--- config.mk ---
export PLATFORM = sky130hd
export DESIGN_NAME = mux_tr_seq_ctrl
export DESIGN_NICKNAME = d
export VERILOG_FILES = /design/src/rtl/mux_tr_seq_ctrl.sv
export SDC_FILE = /design/constraint.sdc
export NUM_CORES = 1
export LEC_CHECK = 0
export CAP_MARGIN = 0
export CORE_MARGIN = 2
export CORE_UTILIZATION = 40
export CTS_BUF_LIST = sky130_fd_sc_hd__clkbuf_4
export DETAILED_ROUTE_END_ITERATION = 16
export PLACE_DENSITY = 0.67
export SETUP_SLACK_MARGIN = 0.5
export SYNTH_ARGS = -nofsm -noshare
export SYNTH_HDL_FRONTEND = slang
export SYNTH_SLANG_ARGS = --single-unit
--- constraint.sdc ---
create_clock -name clk_i -period 4 [get_ports clk_i]
set_input_delay 0.6 -clock clk_i [delete_from_list [all_inputs] [get_ports clk_i]]
set_output_delay 0.6 -clock clk_i [all_outputs]
set_load 0.005 [all_outputs]
--- src/rtl/mux_tr_seq_ctrl.sv ---
// Sequencer for the registered n:1 transfer mux: drives select/load so entries 0..len-1
// appear in order behind a valid/ready handshake. Optional MUX_TR_CYCLE_EN adds cycle_i (wrap-around runs).
module mux_tr_seq_ctrl #(
  parameter int LEN_TRANSFER     = 8,
  parameter int MAX_LEN_TRANSFER = 8,
  parameter int SEL_MUX_TR_WIDTH = $clog2(MAX_LEN_TRANSFER),
  parameter int LEN_WIDTH        = $clog2(LEN_TRANSFER + 1)
) (
  input  logic                        clk_i,
  input  logic                        sel_mux_tr_rst_i,
  input  logic                        start_i,
  input  logic [LEN_WIDTH-1:0]        len_i,
  input  logic                        abort_i,
  input  logic                        tr_ready_i,
`ifdef MUX_TR_CYCLE_EN
  input  logic                        cycle_i,
`endif
  output logic [SEL_MUX_TR_WIDTH-1:0] sel_mux_tr_o,
  output logic                        sel_mux_tr_ld_o,
  output logic                        tr_valid_o,
  output logic [SEL_MUX_TR_WIDTH-1:0] tr_idx_o,
  output logic                        busy_o,
  output logic                        done_o
);

  typedef enum logic [1:0] {
    IDLE  = 2'd0,
    LOAD  = 2'd1,
    VALID = 2'd2,
    DONE  = 2'd3
  } state_t;

  localparam logic [LEN_WIDTH-1:0] LEN_MAX = LEN_WIDTH'(LEN_TRANSFER);

  state_t                      state_q, state_d;
  logic [SEL_MUX_TR_WIDTH-1:0] idx_q, idx_d;
  logic [LEN_WIDTH-1:0]        len_q, len_d;
  logic [SEL_MUX_TR_WIDTH-1:0] idx_inc;
  logic [LEN_WIDTH-1:0]        len_m1;
  logic                        idx_at_last;
`ifdef MUX_TR_CYCLE_EN
  logic                        cycle_q, cycle_d;
`endif

  assign idx_inc     = idx_q + SEL_MUX_TR_WIDTH'(1);
  assign len_m1      = len_q - LEN_WIDTH'(1);
  assign idx_at_last = (LEN_WIDTH'(idx_q) == len_m1);

  always_ff @(posedge clk_i or posedge sel_mux_tr_rst_i) begin
    if (sel_mux_tr_rst_i) begin
      state_q <= IDLE;
      idx_q   <= '0;
      len_q   <= '0;
`ifdef MUX_TR_CYCLE_EN
      cycle_q <= 1'b0;
`endif
    end else begin
      state_q <= state_d;
      idx_q   <= idx_d;
      len_q   <= len_d;
`ifdef MUX_TR_CYCLE_EN
      cycle_q <= cycle_d;
`endif
    end
  end

  always_comb begin
    state_d         = state_q;
    idx_d           = idx_q;
    len_d           = len_q;
`ifdef MUX_TR_CYCLE_EN
    cycle_d         = cycle_q;
`endif
    sel_mux_tr_ld_o = 1'b0;
    sel_mux_tr_o    = idx_q;
    tr_valid_o      = 1'b0;
    tr_idx_o        = '0;
    busy_o          = (state_q != IDLE);
    done_o          = 1'b0;

    case (state_q)
      IDLE: begin
        if (start_i && !abort_i) begin
          idx_d = '0;
`ifdef MUX_TR_CYCLE_EN
          cycle_d = cycle_i;
`endif
          if (len_i != '0) begin
            len_d   = (len_i > LEN_MAX) ? LEN_MAX : len_i;
            state_d = LOAD;
          end else begin
            len_d   = '0;
            state_d = DONE;
          end
        end
      end
      LOAD: begin
        sel_mux_tr_ld_o = 1'b1;
        state_d         = VALID;
      end
      VALID: begin
        tr_valid_o = 1'b1;
        tr_idx_o   = idx_q;
        if (tr_ready_i) begin
          if (!idx_at_last) begin
            // Load the next entry in the handshake cycle so the mux keeps up at 1 entry/cycle.
            sel_mux_tr_ld_o = 1'b1;
            sel_mux_tr_o    = idx_inc;
            idx_d           = idx_inc;
`ifdef MUX_TR_CYCLE_EN
          end else if (cycle_q) begin
            sel_mux_tr_ld_o = 1'b1;
            sel_mux_tr_o    = '0;
            idx_d           = '0;
            done_o          = 1'b1;
`endif
          end else begin
            state_d = DONE;
          end
        end
      end
      DONE: begin
        done_o  = 1'b1;
        idx_d   = '0;
        state_d = IDLE;
      end
      default: begin
        state_d = IDLE;
        idx_d   = '0;
      end
    endcase

    // Abort wins over everything and silences this cycle's strobes.
    if (abort_i && (state_q != IDLE)) begin
      state_d         = IDLE;
      idx_d           = '0;
      sel_mux_tr_ld_o = 1'b0;
      sel_mux_tr_o    = idx_q;
      tr_valid_o      = 1'b0;
      tr_idx_o        = '0;
      done_o          = 1'b0;
    end
  end

endmodule
### Word level (Yosys, flattened, before mapping)

Cells that the tools add are included.

| storage, ports and cells | value |
|---|---|
| register bits after elaboration | 9 |
| output and inout port bits | 10 |
| input bits | 9 |
| logic and storage cells | 48 |

| cells by class | value |
|---|---|
| equality and inequality tests | 7 |
| $lt $le $gt $ge | 1 |
| multiplexer cells | 25 |
| reductions and logical operators | 10 |
| add/subtract/negate cells | 2 |

Operators by type and width:

| kind | count |
|---|---|
| two-way mux 3 bit | 8 |
| two-way mux 2 bit | 5 |
| inequality test 3 bit, second input constant | 3 |
| case mux 3 bit (3 select lines) | 1 |
| two-way mux 4 bit | 2 |
| case mux 2 bit (4 select lines) | 1 |
| nonzero test 4 bit | 2 |
| two-way mux 1 bit | 7 |
| equality test 2 bit, second input constant | 2 |
| equality test 3 x 4 -> 1 bit | 1 |
| > comparator 4 bit, second input constant | 1 |
| AND reduction 2 bit | 2 |
| subtractor 4 x 1 -> 4 bit, second input constant | 1 |
| adder 3 x 1 -> 3 bit, second input constant | 1 |
| AND reduction 3 bit | 1 |
| equality test 2 x 1 -> 1 bit, second input constant | 1 |
| logical AND 1 bit | 2 |
| zero test 2 bit | 1 |
| case mux 1 bit (2 select lines) | 1 |
| nonzero test 2 bit | 1 |
| zero test 1 bit | 1 |

### Longest topological paths before layout

Gate-level depths: netlist (run 1).

| logic depth | value |
|---|---|
| depth after elaboration | 6 |
| depth in mapped cells | 7 |
| gate-level depth less buffers | 7 |

### Least setup slack after synthesis (run 1)

OpenSTA, ideal clock, no wires.

| timing path | value |
|---|---|
| kind | reg2out |
| start | register len_q[0] |
| end | output port sel_mux_tr_o[1] |
| arrival time | 1.857 ns |
| path buffers | 0 |
| setup slack | 1.543 ns |
| stages on the path, launching flop included | 8 |
| required time | 3.400 ns |
| cell sequence | dfrtp_1 inv_1 ha_1 xnor2_1 o41ai_2 a41oi_2 and2_4 mux2_4 |

| on the way | value |
|---|---|
| longest elaborated chain between the ends | 6 |

RTL lines:

| element | line | text |
|---|---|---|
| start: declaration | 37 | `logic [LEN_WIDTH-1:0] len_q, len_d;` |
| start signal: assignment | 60 | `len_q <= len_d;` |
| subtractor 4 x 1 -> 4 bit | 46 | `assign len_m1 = len_q - LEN_WIDTH'(1);` |
| equality test 3 x 4 -> 1 bit | 47 | `assign idx_at_last = (LEN_WIDTH'(idx_q) == len_m1);` |
| two-way mux 3 bit | 105 | `if (!idx_at_last) begin` |
| two-way mux 3 bit | - |  |
| two-way mux 3 bit | 81 | `case (state_q)` |
| two-way mux 3 bit | 134 | `if (abort_i && (state_q != IDLE)) begin` |
| end: declaration | 18 | `output logic [SEL_MUX_TR_WIDTH-1:0] sel_mux_tr_o,` |

Every way passes these cells.

### Worst setup path after layout (run 1)

Ends and elaborated chain as after synthesis.

==> out/metrics.csv, run 1 <==
stage,metric,value,unit
synth,Syn. warnings,0,
route,First-pass DRT Iterations,3,
worst_setup_path,R2R Setup Slk,1900,ps
floorplan,Initial Utilization,42.9,%
min_path,Worst Hold Path EP,len_q[1],
placement,post-detail-place hpwl,1.31,mm
global_route,largest net degree at the start of global routing,10,
pwr,Total Power,559,uW
floorplan,DIE AREA,2210,um^2
layout,Area Overhead vs Synth,32.6,%
global_route,GR Layer Usage met3,5.77,%
timing,setup TNS,0,ps
clock_network,H-Tree Depth,1,
layout,layout cells sized above 1,11.4,%
min_path,hold_sp,len_q[1],
route,Routed WL,1.57,mm
min_path,min-delay worst type,register to register,
floorplan,area of the core,1730,um^2
layout,Fillers,166,
layout,"commonest non-fill, non-tap cell in the layout",clkdlybuf4s50_1,
route,Detail Route Antenna Nets,0,
route,wire per inst,12.1,um
worst_setup_path,Worst EP required,3400,ps
worst_setup_path,Crit-path slowest cell,dfrtp_1,
clock_network,clock insertion delay at the later pin of the skew report,260,ps
synth,Area contributors post-synth,"dfrtp_1, ha_1, inv_1, xnor2_1, nand2b_1",
worst_setup_path,"slowest stage delay, CP",440,ps
global_route,initial antenna violation count,0,
route,DR vias/cell,5.06,
timing,part of the cycle the worst path needs,83.1,%
synth,"EDFF count, synth",0,
timing,Setup-failing EPs final,0,
synth,post-synthesis register bit count,9,
worst_setup_path,Setup CP Type,register to output port,
synth,Mapped Nets,98,
synth,xor-xnor portion of the synthesized cell area,8.11,%
worst_setup_path,Max Fanout on Critical Path,7,
synth,mux cell area share after synthesis,6.42,%
global_route,GRT met2 Usage,27.1,%
synth,post-synth cell types,33,
worst_setup_path,"CP delay by family, top",buffers and inverters,
synth,asr flop ratio synth,100,%
run_status,status,"complete, no violations",
global_route,Top Usage Layer GRT,met2,
timing,Fmax,301,MHz
clock_network,setup bufs post-CTS,0,
synth,compound-gate portion of the synthesized area,19.1,%
synth,synthesized instance count,83,
worst_setup_path,FF-to-FF path depth,7,
floorplan,standard-cell rows,15,
timing,Clock Skew,3.19,ps
synth,post-synthesis adder-cell area fraction,10.1,%
worst_setup_path,Startpoint Class,register,
synth,syn avg cell area,8.92,um^2
layout,Multi-input gate area,474,um^2
worst_setup_path,Worst setup EP type,output port,
synth,largest family of logic cells by synthesized area,simple AND/OR/NAND/NOR gates,
timing,Relative slew margins,69.9,%
pwr,LEAKAGE,0.000442,uW
route,vias after detailed routing,658,
pwr,power density over the cells,569,nW/um^2
route,DRC Markers,0,
min_path,hold path depth,2,
worst_setup_path,Critical R2R Launch,len_q[0],
clock_network,Resize count post-CTS,0,
synth,register area share after synthesis,30.4,%
layout,"commonest non-fill, non-tap cells in the layout","clkdlybuf4s50_1, inv_1, dfrtp_1",
job,max capacitance violation total,0,
global_route,first-pass GRT wire length,2.43,mm
route,DR iter-0 viols,5,
clock_network,total CTS buffers,3,
timing,minimum clock period,3330,ps
clock_network,"CTS clk-pin slew, worst paths",60,ps
clock_network,Clock Sinks,9,
clock_network,CTS root buf,clkbuf_4,
synth,top cell type by total area after synthesis,dfrtp_1,
synth,top-area cell type share of the netlist area,30.4,%
worst_setup_path,Buf/Inv on CP,2,
pwr,worst vdd ir,0.304,mV
floorplan,I/O Pins,19,
layout,ant diodes,0,
timing,fin. max-slew vios,0,
worst_setup_path,CP arrival,2730,ps
timing,Fin. Hold Viols,0,
clock_network,CTS tree,done,
global_route,GRT overflow,0,
global_route,met1 Use GR,18.6,%
placement,Final GP Congestion,0.762,
global_route,Total GRT Usage,15.5,%
placement,port bufs,18,
clock_network,clock buffer depth,2,
layout,Final nets,121,
synth,Synth Cell Area,741,um^2
synth,ys flop type,dfrtp_1,
timing,RSZ-0062 raised after global routing,no,
worst_setup_path,Worst R2R End,idx_q[0],
floorplan,Die Wd,47.0,um
layout,register area,225,um^2
floorplan,Die Ht,47.0,um
global_route,number of global-route vias before repair,599,
worst_setup_path,critical-path cell list,inv_1 > ha_1 > xnor2_1 > o41ai_2 > a41oi_2 > and2_4 > mux2_4 > clkdlybuf4s50_1,
synth,Simple-Gate Fraction of Synth Area,20.3,%
clock_network,hold buffers post-CTS,0,
timing,pin slew with the least headroom to its limit,447,ps
[synth_stat cells, types with 2 or more instances]
master	number
inv_1	11
and3_1	4
xnor2_1	4
nand2b_1	5
nor2_1	6
o21ai_0	5
mux2_2	2
ha_1	6
a21oi_1	3
dfrtp_1	9
nand2_1	6
[worst register-to-register path, stage by stage, from the launching register on]
cell     delay, ps
dfrtp_1        440
inv_1           70
ha_1           310
xnor2_1        170
o41ai_2        380
a41oi_2        130
and3_1         240
mux2_2         260
[registers in the layout (all words and copies together) (netlist names)]
name,count
idx_q,3
len_q,4
state_q,2
[worst max path at each step]
stage,from,depth (start not counted),to
final,len_q[0],8,sel_mux_tr_o[1]
after floorplan,len_q[0],7,sel_mux_tr_o[1]
after global placement,abort_i,7,sel_mux_tr_o[1]
after CTS,len_q[0],8,sel_mux_tr_o[1]
after detailed placement,abort_i,7,sel_mux_tr_o[1]
after global routing,len_q[0],8,sel_mux_tr_o[1]
[stage by stage]
stage                     util [%]  setup WS [ps]  std cells  hold slack, ps  cell area (um^2)
after floorplan                  -           1540         83             428               741
after global placement        55.1            936        126             549               952
after detailed placement      55.1            903        126             575               952
after CTS                     56.9            645        130             591               982
after global routing          56.9            541        130             608               982
final                         56.9            675        130             578               982
[power by group]
group          internal (uW)  total [uW]  leakage [uW]  switching, uW
combinational            157         321      0.000305            165
clock                   45.2        76.7     0.0000184           31.5
sequential               122         161      0.000119           38.6
[cells by family after synthesis]
group	count (synthesis)
fa+ha+maj	6
mux	4
flops	9
simple gates	28
compound gates	19
xor+xnor	6
buf+inv	11
[routing by layer]
| layer | wire, um | vias up | share of wire [%] |
|---|---|---|---|
| met5 | 0 | - | 0 |
| met3 | 49 | 0 | 3.1 |
| met2 | 845 | 6 | 54 |
| met4 | 0 | 0 | 0 |
| met1 | 678 | 319 | 43 |
| li1 | - | 333 | - |
[area by class of cell]
| class | instances | area share (%) |
|---|---|---|
| tap | 25 | 3.18 |
| inverter | 11 | 4.20 |
| clock buffer | 4 | 3.06 |
| timing repair buffer | 18 | 18.3 |
| multi-input combinational | 63 | 48.3 |
| sequential | 9 | 22.9 |
Power figures use the tool's default switching activity.
==> inputs of run 2 (changes only) <==
Clock period 4 ns to 3.2 ns, I/O delays scaled along.
==> run 2 against run 1 <==
Flip-flop and latch count stayed put. Hold slack worse by 100 ps. Register-to-register slack worse by 1000 ps. Critical path type unchanged. Worst setup slack worse by 170 ps. Critical endpoint unchanged.
==> out/metrics.csv, run 2 (synthesis gave the netlist of run 1 again) <==
stage,metric,value,unit,change
route,vias after detailed routing,700,,+6.4%
global_route,largest net degree at the start of global routing,10,,unchanged
clock_network,CTS root buf,clkbuf_4,,
floorplan,I/O Pins,19,,unchanged
route,Detail Route Antenna Nets,0,,unchanged
worst_setup_path,"CP delay by family, top",compound AO/OA/AOI/OAI gates,,
clock_network,"CTS clk-pin slew, worst paths",70,ps,about the same
timing,minimum clock period,2700,ps,
worst_setup_path,"slowest stage delay, CP",410,ps,-30 ps
floorplan,Die Wd,47.0,um,unchanged
layout,"commonest non-fill, non-tap cells in the layout","clkdlybuf4s50_1, inv_1, dfrtp_1, buf_4",,
layout,Fillers,158,,-4.8%
layout,"Core Util, Final",63.5,%,+6.6 points
floorplan,DIE AREA,2210,um^2,unchanged
placement,Post-Place Cells,126,,unchanged
floorplan,standard-cell rows,15,,unchanged
clock_network,Clock Sinks,9,,unchanged
placement,Final GP Congestion,0.813,,+6.7%
route,DR WL met3,48,um,-2.0%
run_status,status,"complete, no violations",,
layout,layout cells sized above 1,29.8,%,+18 points
layout,ant diodes,0,,unchanged
layout,Area Overhead vs Synth,48.0,%,
clock_network,H-Tree Depth,1,,unchanged
worst_setup_path,Startpoint Class,register,,
job,max capacitance violation total,0,,unchanged
global_route,GRT overflow,0,,unchanged
worst_setup_path,Worst setup EP type,output port,,
pwr,worst vdd ir,0.392,mV,+29%
placement,Placement Cell Area,952,um^2,unchanged
timing,Relative slew margins,71.4,%,+1.5 points
layout,fin cells,139,,+6.9%
timing,part of the cycle the worst path needs,84.2,%,
clock_network,CTS tree,done,,
route,DRC Markers,0,,unchanged
timing,pin slew with the least headroom to its limit,419,ps,-27.9 ps
pwr,LEAKAGE,0.000507,uW,+15%
timing,Fin. Hold Viols,0,,unchanged
route,DR vias/cell,5.04,,-0.51%
clock_network,clock insertion delay at the later pin of the skew report,270,ps,about the same
global_route,number of global-route vias before repair,679,,+13%
clock_network,total CTS buffers,3,,unchanged
timing,setup TNS,0,ps,unchanged
pwr,power density over the cells,785,nW/um^2,+38%
layout,Final nets,130,,+7.4%
clock_network,clock buffer depth,2,,unchanged
timing,Setup-failing EPs final,0,,unchanged
layout,post-route cell area,1100,um^2,+12%
route,DR iter-0 viols,17,,+12
layout,Top reg by flops,len_q,,
route,M1 WL,752,um,+11%
worst_setup_path,Worst EP required,2720,ps,-680 ps
timing,fin. max-slew vios,0,,unchanged
worst_setup_path,critical-path cell list,inv_2 > ha_4 > xnor2_4 > o41ai_2 > a41oi_2 > and2_4 > mux2_4 > clkbuf_2,,
worst_setup_path,Setup CP Type,register to output port,,
layout,biggest registers after layout,"len_q: 4 flops, idx_q: 3 flops, state_q: 2 flops",,
floorplan,Initial Utilization,42.9,%,unchanged
timing,RSZ-0062 raised after global routing,yes,,
route,routed wl met2,1.02,mm,+21%
route,First-pass DRT Iterations,4,,+1
timing,Fmax,371,MHz,
placement,port bufs,18,,unchanged
global_route,initial antenna violation count,0,,unchanged
clock_network,hold buffers post-CTS,0,,unchanged
worst_setup_path,CP arrival,2220,ps,-510 ps
global_route,first-pass GRT wire length,2.86,mm,+18%
route,highest metal used,met4,,
worst_setup_path,Max Fanout on Critical Path,4,,-3
min_path,min-delay worst type,primary input to async pin,,
layout,"commonest non-fill, non-tap cell in the layout",clkdlybuf4s50_1,,
floorplan,Die Ht,47.0,um,unchanged
global_route,Total GRT Usage,18.8,%,+3.3 points
worst_setup_path,Buf/Inv on CP,2,,unchanged
placement,post-detail-place hpwl,1.37,mm,+4.7%
route,Routed WL,1.87,mm,+19%
layout,Largest register FFs,4,,unchanged
floorplan,area of the core,1730,um^2,unchanged
route,wire per inst,13.4,um,+11%
worst_setup_path,Crit-path slowest cell,o41ai_2,,
timing,Clock Skew,1.03,ps,-2.16 ps
-- run 2: changes by cell type in the layout (fill, tap and decap cells not counted), moves of 2 or more --
cell | before | now
xnor2_4 | 0 | 2
inv_2 | 0 | 3
inv_1 | 11 | 8
clkbuf_2 | 0 | 2
clkdlybuf4s50_1 | 18 | 14
buf_4 | 0 | 8
buf_2 | 0 | 2
xnor2_1 | 4 | 2
-- run 2: metal layers --
layer | GRT usage (%) | vias to the layer above
met3 | 3.46 | 7
met1 | 21.5 | 327
met2 | 34.8 | 14
met5 | 0 | -
li1 | - | 352
met4 | 6.67 | 0
-- run 2: timing repair --
action | 4_1_cts | 5_1_grt
endpoints found under the hold margin | 0 | 0
endpoints found under the setup margin | 4 | 4
setup buffers | 4 | 5
pin swaps | 6 | 8
gates resized for setup | 14 | 12
-- run 2: cell type report --
cell class	instances	area [um^2]	share of cell area [%]
tap	25	31.3	2.85
timing repair buffer	27	231	21.1
inverter	11	41.3	3.77
clock buffer	4	30.0	2.74
multi-input combinational	63	536	48.9
sequential	9	226	20.7
-- run 2: report_power, final --
group | switching [uW] | internal [uW]
clock | 46.5 | 56.8
sequential | 40.1 | 154
combinational | 261 | 302
-- run 2: worst paths after layout --
path,startpoint,to,slack (ps),cells past startpoint
max,len_q[1],sel_mux_tr_o[1],500,8
min,sel_mux_tr_rst_i,idx_q[2],480,2
max reg2reg,len_q[1],idx_q[0],900,10
min reg2reg,len_q[2],len_q[2],600,2
max in group asynchronous,sel_mux_tr_rst_i,len_q[0],2430,2
min in group clk_i,len_q[2],len_q[2],600,2
-- run 2: through the flow --
step | setup slack [ps] | hold WS (ps) | total power (uW)
2_1_floorplan | 863 | 308 | 478
3_3_place_gp | 351 | 550 | 592
3_5_place_dp | 182 | 557 | 608
4_1_cts | 434 | 493 | 826
5_1_grt | 454 | 520 | 923
6_report | 504 | 479 | 861
-- run 2: worst register-to-register path, stage by stage (launching register included) --
cell     delay [ps]
dfrtp_1         390
inv_2            80
ha_4            220
xnor2_4         130
o41ai_2         410
a41oi_2         110
buf_4           190
buf_6           110
buf_4           120
and3_1          170
mux2_2          260
==> inputs of run 3 (changes only) <==
Settings changed: PLACE_DENSITY 0.67 to 0.7.
Clock period 3.2 ns to 2.2 ns, I/O delays scaled along.
==> run 3 against run 2 <==
The flow now finishes with violations (setup timing). Via count up 21%. Flip-flop and latch count unchanged. Global-route usage up 6.6 points. Clock power up 36%. Die area unchanged. Utilization up 21 points. Routed wire length up 43%. Combinational power up 140%. Final cell count up 18%.
==> out/metrics.csv, run 3 (synthesis gave the netlist of run 1 again) <==
stage,metric,value,unit,change
layout,post-route cell area,1470,um^2,+34%
layout,layout cells sized above 1,59.7,%,+30 points
worst_setup_path,critical path depth,9,,+1
placement,port bufs,18,,unchanged
worst_setup_path,FF-to-FF path depth,10,,unchanged
layout,Top reg by flops,len_q,,
global_route,GRT overflow,0,,unchanged
timing,fin. max-slew vios,0,,unchanged
layout,biggest registers after layout,"len_q: 4 flops, idx_q: 3 flops, state_q: 2 flops",,
worst_setup_path,critical-path cell list,inv_2 > ha_4 > xnor2_4 > buf_6 > nor2_4 > a41oi_4 > and2_4 > mux2_4 > buf_6,,
timing,part of the cycle the worst path needs,111,%,
route,vias after detailed routing,848,,+21%
route,routed wl met2,1.53,mm,+49%
floorplan,I/O Pins,19,,unchanged
worst_setup_path,Setup CP Type,register to output port,,
layout,ant diodes,0,,unchanged
clock_network,total CTS buffers,3,,unchanged
timing,RSZ-0062 raised after global routing,yes,,
clock_network,CTS root buf,clkbuf_4,,
worst_setup_path,R2R Setup Slk,150,ps,-750 ps
clock_network,clock insertion delay at the later pin of the skew report,270,ps,about the same
route,Routed WL,2.67,mm,+43%
run_status,status,"complete, but fails checks",,
timing,Clock Skew,2.88,ps,+1.85 ps
worst_setup_path,"slowest stage delay, CP",400,ps,about the same
timing,pin slew with the least headroom to its limit,402,ps,-17.0 ps
floorplan,DIE AREA,2210,um^2,unchanged
layout,fin cells,164,,+18%
clock_network,CTS tree,done,,
floorplan,standard-cell rows,15,,unchanged
floorplan,area of the core,1730,um^2,unchanged
floorplan,Initial Utilization,42.9,%,unchanged
pwr,power density over the cells,1210,nW/um^2,+54%
worst_setup_path,Crit-path slowest cell,dfrtp_1,,
pwr,Total Power,1770,uW,+110%
worst_setup_path,Max Fanout on Critical Path,4,,unchanged
worst_setup_path,Worst EP required,1870,ps,-850 ps
floorplan,Die Wd,47.0,um,unchanged
timing,Fin. Hold Viols,0,,unchanged
clock_network,"CTS clk-pin slew, worst paths",70,ps,about the same
worst_setup_path,CP arrival,2120,ps,-100 ps
worst_setup_path,"CP delay by family, top",flip-flops,,
route,Detail Route Antenna Nets,0,,unchanged
layout,"commonest non-fill, non-tap cells in the layout","buf_4, buf_6, dfrtp_1",,
run_status,failing checks,setup timing,,
worst_setup_path,Worst setup EP type,output port,,
placement,Setup WS pre-CTS,-248,ps,-429 ps
timing,Setup WS post-layout,-253,ps,-757 ps
placement,Post-Place Cells,146,,+16%
global_route,first-pass GRT wire length,3.86,mm,+35%
timing,Fmax,408,MHz,
layout,"commonest non-fill, non-tap cell in the layout",buf_4,,
layout,register area,225,um^2,-0.55%
clock_network,Clock Sinks,9,,unchanged
pwr,worst vdd ir,0.881,mV,+120%
layout,Multi-input gate area,669,um^2,+25%
route,highest metal used,met4,,
route,DR vias/cell,5.17,,+2.7%
placement,post-detail-place hpwl,1.56,mm,+14%
timing,Setup-failing EPs final,4,,+4
layout,Area Overhead vs Synth,98.0,%,
global_route,number of global-route vias before repair,889,,+31%
timing,Relative slew margins,73.2,%,+1.8 points
layout,Fillers,92,,-42%
job,max capacitance violation total,0,,unchanged
layout,"Core Util, Final",84.9,%,+21 points
worst_setup_path,Buf/Inv on CP,3,,+1
route,wire per inst,16.3,um,+21%
timing,minimum clock period,2450,ps,
global_route,largest net degree at the start of global routing,10,,unchanged
placement,Final GP Congestion,0.791,,-2.7%
route,M1 WL,1.00,mm,+33%
global_route,initial antenna violation count,0,,unchanged
route,DR iter-0 viols,7,,-10
route,DRC Markers,0,,unchanged
clock_network,H-Tree Depth,1,,unchanged
clock_network,clock buffer depth,2,,unchanged
worst_setup_path,Startpoint Class,register,,
route,DR WL met3,73,um,+52%
min_path,min-delay worst type,primary input to async pin,,
clock_network,hold buffers post-CTS,0,,unchanged
pwr,LEAKAGE,0.000686,uW,+35%
layout,Final nets,155,,+19%
placement,Placement Cell Area,1120,um^2,+18%
layout,Largest register FFs,4,,unchanged
global_route,Total GRT Usage,25.4,%,+6.6 points
floorplan,Die Ht,47.0,um,unchanged
route,First-pass DRT Iterations,4,,unchanged
worst_setup_path,most frequent CP cell,buf_6,,
[run 3: changes by cell type in the layout (fill, tap and decap cells not counted), sizes merged]
cell and change:
clkdlybuf4s50 -6, dlygate4sd2 +1, clkinv +1, buf +32, clkbuf -3
[run 3: metrics by stage]
step | hold slack, ps | TNS [ps]
3_3_place_gp | 581 | -527
3_5_place_dp | 605 | -712
6_report | 339 | -727
2_1_floorplan | 158 | 0
4_1_cts | 342 | -1000
5_1_grt | 381 | -1090
[run 3: power by group]
group | switching, uW | internal [uW] | total [uW]
Combinational | 634 | 731 | 1360
Clock | 72.3 | 67.3 | 140
Sequential | 41.9 | 222 | 264
[run 3: final cells by class]
type	instances	area share, %
Multi-Input combinational cell	63	45.6
Timing Repair Buffer	52	32.0
Sequential cell	9	15.4
Inverter	11	2.99
Tap cell	25	2.13
Clock buffer	3	1.54
Clock inverter	1	0.341
[run 3: timing repair]
action | CTS | global route
buffers inserted | 10 | 4
resized for setup | 67 | 25
endpoints found under the setup margin | 15 | 15
pin swaps | 13 | 7
[run 3: path summary, 6_finish.rpt]
path | start | end
max in group asynchronous | sel_mux_tr_rst_i | len_q[2]
worst max register to register | len_q[0] | idx_q[0]
min in group clk_i | len_q[2] | len_q[2]
worst max-delay path | len_q[0] | sel_mux_tr_o[1]
worst min-delay path | sel_mux_tr_rst_i | idx_q[1]
worst min register to register | len_q[2] | len_q[2]
[run 3: metal layers]
layer	up-vias	track usage [%]
met5	-	0
met4	0	8.89
met3	10	6.15
met2	15	48.2
met1	420	27.1
li1	403	-
